--- config.mk ---
export PLATFORM = sky130hd
export DESIGN_NAME = dircc_node_rx_packet_writer
export DESIGN_NICKNAME = d
export VERILOG_FILES = /design/src/rtl/dircc_node_rx_packet_writer.sv
export SDC_FILE = /design/constraint.sdc
export NUM_CORES = 1
export LEC_CHECK = 0
export BUFFER_PORTS_ARGS = -buffer_cell sky130_fd_sc_hd__buf_2
export CAP_MARGIN = 0
export CORE_UTILIZATION = 30
export CTS_BUF_LIST = sky130_fd_sc_hd__clkbuf_16
export CTS_CLUSTER_SIZE = 20
export DETAILED_ROUTE_END_ITERATION = 16
export HOLD_SLACK_MARGIN = 0.12
export PLACE_DENSITY_LB_ADDON = 0.2
export SLEW_MARGIN = 20
export SYNTH_ARGS = -nofsm -noshare
export SYNTH_HDL_FRONTEND = slang
export SYNTH_SLANG_ARGS = --single-unit
--- constraint.sdc ---
create_clock -name clk_i -period 4 [get_ports clk_i]
set_input_delay 0.2 -clock clk_i [delete_from_list [all_inputs] [get_ports clk_i]]
set_output_delay 0.2 -clock clk_i [all_outputs]
set_load 0.02 [all_outputs]
--- src/rtl/dircc_node_rx_packet_writer.sv ---
// dircc_node_rx_packet_writer: writes received flit packets into a slot ring in processing memory and hands them to the Nios via CSR/irq.
module dircc_node_rx_packet_writer #(
  parameter logic [13:0] BASE_ADDR  = 14'd8192,
  parameter int          RING_SLOTS = 16,
  parameter int          SLOT_WORDS = 32
) (
  input  logic        clk_i,
  input  logic        reset_i,
  input  logic [15:0] rx_data_i,
  input  logic        rx_valid_i,
  input  logic        rx_sop_i,
  input  logic        rx_eop_i,
  output logic        rx_ready_o,
  output logic [13:0] mem_address_o,
  output logic [15:0] mem_writedata_o,
  output logic [1:0]  mem_byteenable_o,
  output logic        mem_chipselect_o,
  output logic        mem_write_o,
  input  logic [1:0]  csr_address_i,
  input  logic        csr_read_i,
  input  logic        csr_write_i,
  input  logic [31:0] csr_writedata_i,
  output logic [31:0] csr_readdata_o,
  output logic        irq_o
);
  localparam int HW = $clog2(RING_SLOTS);
  localparam int IW = $clog2(SLOT_WORDS);
  localparam logic [IW-1:0] IDX_MAX = IW'(SLOT_WORDS - 1);
  localparam logic [5:0] FULL = 6'(RING_SLOTS);

  typedef enum logic [2:0] {IDLE, DATA, LEN, PUB, DROP} state_t;

  state_t state_q, state_d;
  logic [HW-1:0] head_q, head_d, tail_q, tail_d;
  logic [5:0] count_q, count_d;
  logic [IW-1:0] idx_q, idx_d, off;
  logic ovf_q, ovf_d, trunc_q, trunc_d, en_q, en_d, irqen_q, irqen_d;
  logic wr_q, wr_d, irq_q, irq_d;
  logic [13:0] addr_q, addr_d;
  logic [15:0] wdata_q, wdata_d;
  logic [31:0] rdata_q, rdata_d;
  logic acc, pop, pub;
  logic unused_bits;

  assign unused_bits = ^{csr_writedata_i[31:9], csr_writedata_i[7:2]};

  always_comb begin
    state_d = state_q;
    head_d = head_q;
    tail_d = tail_q;
    idx_d = idx_q;
    ovf_d = ovf_q;
    trunc_d = trunc_q;
    en_d = en_q;
    irqen_d = irqen_q;
    wr_d = 1'b0;
    off = '0;
    wdata_d = '0;
    pub = 1'b0;
    rx_ready_o = state_q == IDLE ? en_q : (state_q == DATA || state_q == DROP);
    acc = rx_valid_i & rx_ready_o;
    pop = csr_write_i && csr_address_i == 2'd2 && count_q != 6'd0;
    if (csr_write_i && csr_address_i == 2'd3) begin
      en_d = csr_writedata_i[0];
      irqen_d = csr_writedata_i[1];
      if (csr_writedata_i[8]) begin
        ovf_d = 1'b0;
        trunc_d = 1'b0;
      end
    end
    case (state_q)
      IDLE: if (acc && rx_sop_i) begin
        if (count_q == FULL) begin
          ovf_d = 1'b1;
          state_d = rx_eop_i ? IDLE : DROP;
        end else begin
          wr_d = 1'b1;
          off = IW'(1);
          wdata_d = rx_data_i;
          idx_d = IW'(1);
          state_d = rx_eop_i ? LEN : DATA;
        end
      end
      DATA: if (acc) begin
        if (idx_q == IDX_MAX) trunc_d = 1'b1;
        else begin
          wr_d = 1'b1;
          off = idx_q + 1'b1;
          wdata_d = rx_data_i;
          idx_d = idx_q + 1'b1;
        end
        if (rx_eop_i) state_d = LEN;
      end
      // idx never passes IDX_MAX, so it is already the saturated length
      LEN: begin
        wr_d = 1'b1;
        wdata_d = 16'(idx_q);
        state_d = PUB;
      end
      PUB: begin
        pub = 1'b1;
        head_d = head_q + 1'b1;
        state_d = IDLE;
      end
      DROP: if (acc && rx_eop_i) state_d = IDLE;
      default: state_d = IDLE;
    endcase
    if (pop) tail_d = tail_q + 1'b1;
    count_d = count_q + {5'd0, pub} - {5'd0, pop};
    addr_d = wr_d ? BASE_ADDR + 14'(head_q) * 14'(SLOT_WORDS) + 14'(off) : 14'd0;
    irq_d = irqen_d & (count_d != 6'd0);
    rdata_d = !csr_read_i ? rdata_q :
              csr_address_i == 2'd0 ? {22'd0, trunc_q, ovf_q, 2'b00, count_q} :
              csr_address_i == 2'd1 ? {11'd0, 5'(tail_q), 11'd0, 5'(head_q)} :
              csr_address_i == 2'd3 ? {30'd0, irqen_q, en_q} : 32'd0;
  end

  always_ff @(posedge clk_i or posedge reset_i) begin
    if (reset_i) begin
      state_q <= IDLE;
      head_q <= '0;
      tail_q <= '0;
      count_q <= '0;
      idx_q <= '0;
      ovf_q <= 1'b0;
      trunc_q <= 1'b0;
      en_q <= 1'b0;
      irqen_q <= 1'b0;
      wr_q <= 1'b0;
      addr_q <= '0;
      wdata_q <= '0;
      rdata_q <= '0;
      irq_q <= 1'b0;
    end else begin
      state_q <= state_d;
      head_q <= head_d;
      tail_q <= tail_d;
      count_q <= count_d;
      idx_q <= idx_d;
      ovf_q <= ovf_d;
      trunc_q <= trunc_d;
      en_q <= en_d;
      irqen_q <= irqen_d;
      wr_q <= wr_d;
      addr_q <= addr_d;
      wdata_q <= wdata_d;
      rdata_q <= rdata_d;
      irq_q <= irq_d;
    end
  end

  assign mem_address_o = addr_q;
  assign mem_writedata_o = wdata_q;
  assign mem_byteenable_o = {2{wr_q}};
  assign mem_chipselect_o = wr_q;
  assign mem_write_o = wr_q;
  assign csr_readdata_o = rdata_q;
  assign irq_o = irq_q;
endmodule

* Word level (Yosys, flattened, before mapping)
Index checks and enable logic that the tools add are counted. W data, S select, Z words.
Storage, ports and cells: input bits 57, output and inout port bits 68, register bits 90, word-level logic and storage cells 96
Operators by class: mux-type cells 45, bitwise logic cells 2, equality and inequality tests 15, reduce and logical (&&, ||, !) cells 13, add/sub/neg operators 7
Operators by type and width (count):
- $mux W16 | 4
- $pmux W16 S3 | 1
- $mux W20 | 2
- $mux W5 | 6
- $pmux W5 S2 | 2
- $mux W1 | 19
- $mux W3 | 6
- $add A14 B5 Y14 | 1
- $add A14 B9 Y14 const A | 1
- $mux W14 | 1
- $pmux W3 S4 | 1
- $reduce_bool A6 Y1 | 2
- $add A4 B1 Y4 const B | 2
- $ne A2 B2 Y1 const B | 4
- $add A6 B1 Y6 | 1
- $eq A3 B2 Y1 const B | 2
- $eq A6 B5 Y1 const B | 1
- $sub A6 B1 Y6 | 1
- $add A5 B1 Y5 const B | 1
- $eq A5 B5 Y1 const B | 1
- $logic_and A1 B1 Y1 | 5
- $reduce_and A5 Y1 | 1
- $eq A2 B2 Y1 const B | 2
- $mux W2 | 2
- other kinds (11) | 13

* Depth between registers and ports, before layout
word-level depth 9, depth in mapped cells 13, mapped depth without buffers 12

* Least setup slack after synthesis
OpenSTA, ideal clock, no wires.
path kind reg-to-reg, start register count_q[4], end register irq_q, in the netlist irq_o, period minus slack after synthesis 2.792 ns, cell stages (with the launch flop) 13, arrival 2.663 ns, path slack 1.208 ns, required time 3.871 ns, buffers on the path 0, library setup time 0.129 ns, cells stage by stage dfrtp_1 inv_1 ha_1 a311oi_2 ha_1 inv_1 ha_1 inv_1 fa_1 nand2b_1 a21oi_1 xnor2_1 o41a_1
On the way: word-level cells in the longest chain between the ends 5, elaborated cells between the ends (all ways) 6, classes of those cells add/sub (2); bitwise (1); reduce/logical (3)
RTL lines:
- from (decl) | line 35 | logic [5:0] count_q, count_d;
- from (signal assigned) | line 138 | count_q <= count_d;
- $reduce_bool A6 Y1 | line 62 | pop = csr_write_i && csr_address_i == 2'd2 && count_q != 6'd0;
- $logic_and A1 B1 Y1 | line 62
- named net pop | line 42 | logic acc, pop, pub;
- $sub A6 B1 Y6 | line 109 | count_d = count_q + {5'd0, pub} - {5'd0, pop};
- named net count_d[4] | line 35
- $reduce_bool A6 Y1 | line 111 | irq_d = irqen_d & (count_d != 6'd0);
- $and A1 B1 Y1 | line 111
- named net irq_d | line 38 | logic wr_q, wr_d, irq_q, irq_d;
- to (signal assigned) | line 148 | irq_q <= irq_d;
- to (decl) | line 38
The timed path passes the listed nets, and every way through them passes these cells. A chain may end at the register's enable or synchronous reset.

* Final worst setup path
start register state_q[0], end register irq_q, in the netlist irq_o
On the way: word-level cells in the longest chain between the ends 6
RTL lines:
- from (decl) | line 33 | state_t state_q, state_d;
- from (signal assigned) | line 135 | state_q <= state_d;
- $eq A3 B2 Y1 | line 71 | case (state_q)
- $mux W1 | line 71
- $add A6 B1 Y6 | line 109
- $sub A6 B1 Y6 | line 109
- named net count_d[4] | line 35
- $reduce_bool A6 Y1 | line 111
- $and A1 B1 Y1 | line 111
- named net irq_d | line 38
The timed path passes the listed nets, and every way through them passes these cells.

==> implementation parameters <==
Parameter                              Value

Routing
  Routed Wire Length ... 6400 um
  First-pass iteration count of the detailed router ... 4
  Mean number of vias per cell ... 4.39
  Drt initial violations ... 89
  Via count ... 2263
  Remaining design rule violation count ... 0
  Post-DRT Antenna Nets ... 0
  WL per Instance ... 12.4 um

Clocking
  CTS root buffer ... sky130_fd_sc_hd__clkbuf_16
  Total number of H-tree levels ... 3
  Worst skew pair latency ... 0.32 ns
  Clock-pin slew reported for the worst setup and hold paths after clock tree synthesis ... 0.05 ns
  Quantity of hold-fixing buffers added after cts ... 17
  TritonCTS clock tree ... done
  Inserted Clock Buffers ... 9
  Count of clock tree sinks ... 65
  Number of gates resized after CTS ... 0
  Setup bufs post-CTS ... 0
  Deepest clock path buffer count ... 2

Timing
  Actual slew at the worst max-slew pin ... 0.711 ns
  Setup repair after global routing missed its margin ... no
  Pins over their slew limit ... 0
  Final-report setup violation count ... 0
  TNS Setup ... 0 ns
  Layout Skew ... 0.00559 ns
  Max Freq ... 317 MHz
  Post-route minimum period ... 3.15 ns
  Remaining max-slew budget at the tightest pin ... 52.6%
  Post-route clock period utilization ... 78.8%
  Endpoints failing hold ... 0

Synthesis
  Post-Syn Area ... 3180 um2
  Avg Cell Area, Syn ... 11.0 um2
  Share of synthesized cell area in full adder, half adder and majority cells ... 5.75%
  Post-synthesis mux area share ... 2.72%
  Dominant cells by area after synthesis ... sky130_fd_sc_hd__dfrtp_1, sky130_fd_sc_hd__buf_4, sky130_fd_sc_hd__ha_1
  Compound-cell area share of the yosys netlist ... 10.9%
  Number of enable flip-flop cells after synthesis ... 0
  Share of the synthesized area in the top cell type ... 51.2%
  Proportion of synthesized chip area in sequential cells ... 51.2%
  Async SR Flop Fraction ... 100%
  Yosys warning count ... 0
  Most instantiated flip-flop cell in the synthesis netlist ... sky130_fd_sc_hd__dfrtp_1
  Count of state elements after synthesis ... 65
  Count leader, synth ... sky130_fd_sc_hd__dfrtp_1
  Synthesized instance count ... 290
  Xor and xnor fraction of the mapped netlist area ... 3.03%
  Most instantiated cells after synthesis ... sky130_fd_sc_hd__dfrtp_1, sky130_fd_sc_hd__buf_4, sky130_fd_sc_hd__inv_1, sky130_fd_sc_hd__nand2_1, sky130_fd_sc_hd__and2_1
  Largest family of logic cells by synthesized area ... simple AND/OR/NAND/NOR gates
  Cell variety after synth ... 50
  Synth Area in Simple Gates ... 15.1%
  Biggest area consumer among synthesized cells ... sky130_fd_sc_hd__dfrtp_1

Global routing
  Total gr overflow ... 0
  Global-route wire length before repair ... 10800 um
  Via count of the first global-routing pass ... 2219
  Total routing resource utilization after global routing ... 12.5%
  Antenna violations before repair ... 0
  Largest net degree at the start of global routing ... 35

Die
  Die extent in x ... 105 um
  Initial core utilization ... 30.9%
  Number of placement rows ... 37
  Core Box Area ... 10300 um2
  Number of top-level design ports ... 125
  Area of the die ... 11000 um2
  Vertical die dimension ... 105 um

Hold path
  Kind of path behind the tightest hold check ... input pin to flip-flop

Final layout
  Layout filler cell count ... 1030
  Fraction of layout instances using a drive strength above 1 ... 26.3%
  Number of diodes added for antenna fixing ... 0
  Final non-filler cell total ... 516
  Post-layout net count ... 447
  Area added between synthesis and finish ... 25.9%

Power and ir drop
  Final Total Pwr ... 2980 uW
  Max IR drop VDD ... 0.245 mV
  Total power density per cell area ... 744 nW/um2
  Leakage ... 0.00203 uW

Status
  Result of the run ... completed

Setup path
  Required arrival time at the worst endpoint ... 4.20 ns
  Highest cell delay on the worst timing path ... 0.65 ns
  Series of cell instances along the critical path ... nand2_1 -> nor2_1 -> inv_1 -> ha_1 -> inv_1 -> ha_1 -> inv_1 -> fa_1 -> nand2b_1 -> a21oi_1 -> xnor2_1 -> o41a_1
  Signal arrival time at the worst endpoint ... 3.35 ns
  Worst setup EP type ... flip-flop
  Crit path max fanout ... 15
  Nature of the critical path startpoint ... flip-flop
  Most Frequent Cell on Critical Path ... sky130_fd_sc_hd__inv_1
  Standard cell with the maximum stage delay on the critical path ... sky130_fd_sc_hd__dfrtp_1
  Setup CP Type ... flip-flop to flip-flop

Run
  Maximum capacitance violations ... 0

Placement
  Final RePlAce weighted congestion ... 0.737
  Buffers on Ports ... 71
  Cell count after placement ... 484
  Detailed placement HPWL ... 4500 um
[critical path: cells and delay by family (launching register included)]
kind                       cells  cell delay, ns
adders and majority gates      3            0.85
DFF                            1            0.65
AOI/OAI and AO/OA              2            0.60
and+or+nand+nor                3            0.53
buffers and inverters          3            0.26
xor gates and xnor gates       1            0.12
[cell type report]
cell class              instances  area, um2  share of cell area [%]
clock buffers                   9        225                    5.63
clock inverters                 6       76.3                    1.91
inverters                      23       86.3                    2.16
multi-input cells             188       1280                    32.1
flip-flops and latches         65       1630                    40.7
well taps                     136        170                    4.25
repair buffers                 89        533                    13.3
[per-layer routing]
layer / track usage [%] / part of all wire [%] / vias up
li1: - / - / 1107
met1: 15.8 / 48 / 1084
met2: 19.9 / 45 / 63
met3: 2.62 / 4.7 / 9
met4: 7.24 / 2.2 / 0
met5: 0 / 0 / -
[power breakdown]
part           internal (uW)  leakage (uW)  switching (uW)
logic                    476       0.00103             636
registers                873      0.000841             198
clock network            533      0.000155             260
[cell usage in the layout (no fill, tap or decap), drive strengths merged, types with 6 or more instances in the layout]
master,instances
buf,72
dfrtp,65
inv,25
conb,24
nand2,19
and2,17
dlygate4sd3,17
ha,13
nand3,10
nor2,10
clkbuf,9
xnor2,8
a21oi,7
o21a,6
a22o,6
o22ai,6
[per-stage QoR]
step / worst slack [ns] / util [%] / instance area [um2] / hold slack [ns]
detailed placement: 0.835 / 34.3 / 3530 / 0.343
floorplan: 1.21 / - / 3260 / 0.329
global placement: 0.909 / 34.3 / 3530 / 0.352
finish: 0.849 / 38.9 / 4000 / 0.122
CTS: 0.830 / 38.9 / 4000 / 0.120
global route: 0.505 / 38.9 / 4000 / 0.124
[cell families after synthesis]
logic type | count (synthesis)
compound gates | 46
fa+ha+maj | 14
mux | 8
buf+inv | 60
other cells | 1
flops | 65
xor+xnor | 11
simple gates | 85
[sequential cells by signal, indices dropped and copies added, names as in the netlist]
signal / flops
irqen_q: 1
state_q: 3
count_q: 6
tail_q: 4
en_q: 1
ovf_q: 1
irq_o: 1
head_q: 4
mem_address_o: 10
mem_writedata_o: 16
trunc_q: 1
idx_q: 5
csr_readdata_o: 12
[worst paths after layout]
path / from / to / slack, ns / cells past startpoint
worst max register to register: state_q[0] / irq_o / 0.85 / 12
min in group asynchronous: reset_i / mem_writedata_o[7] / 0.51 / 3
max in group asynchronous: reset_i / csr_readdata_o[9] / 2.58 / 4
worst min-delay path: csr_writedata_i[0] / en_q / 0.12 / 2
worst max-delay path: state_q[0] / irq_o / 0.85 / 12
worst min register to register: tail_q[3] / tail_q[3] / 0.48 / 1
Power figures use the tool's default switching activity.
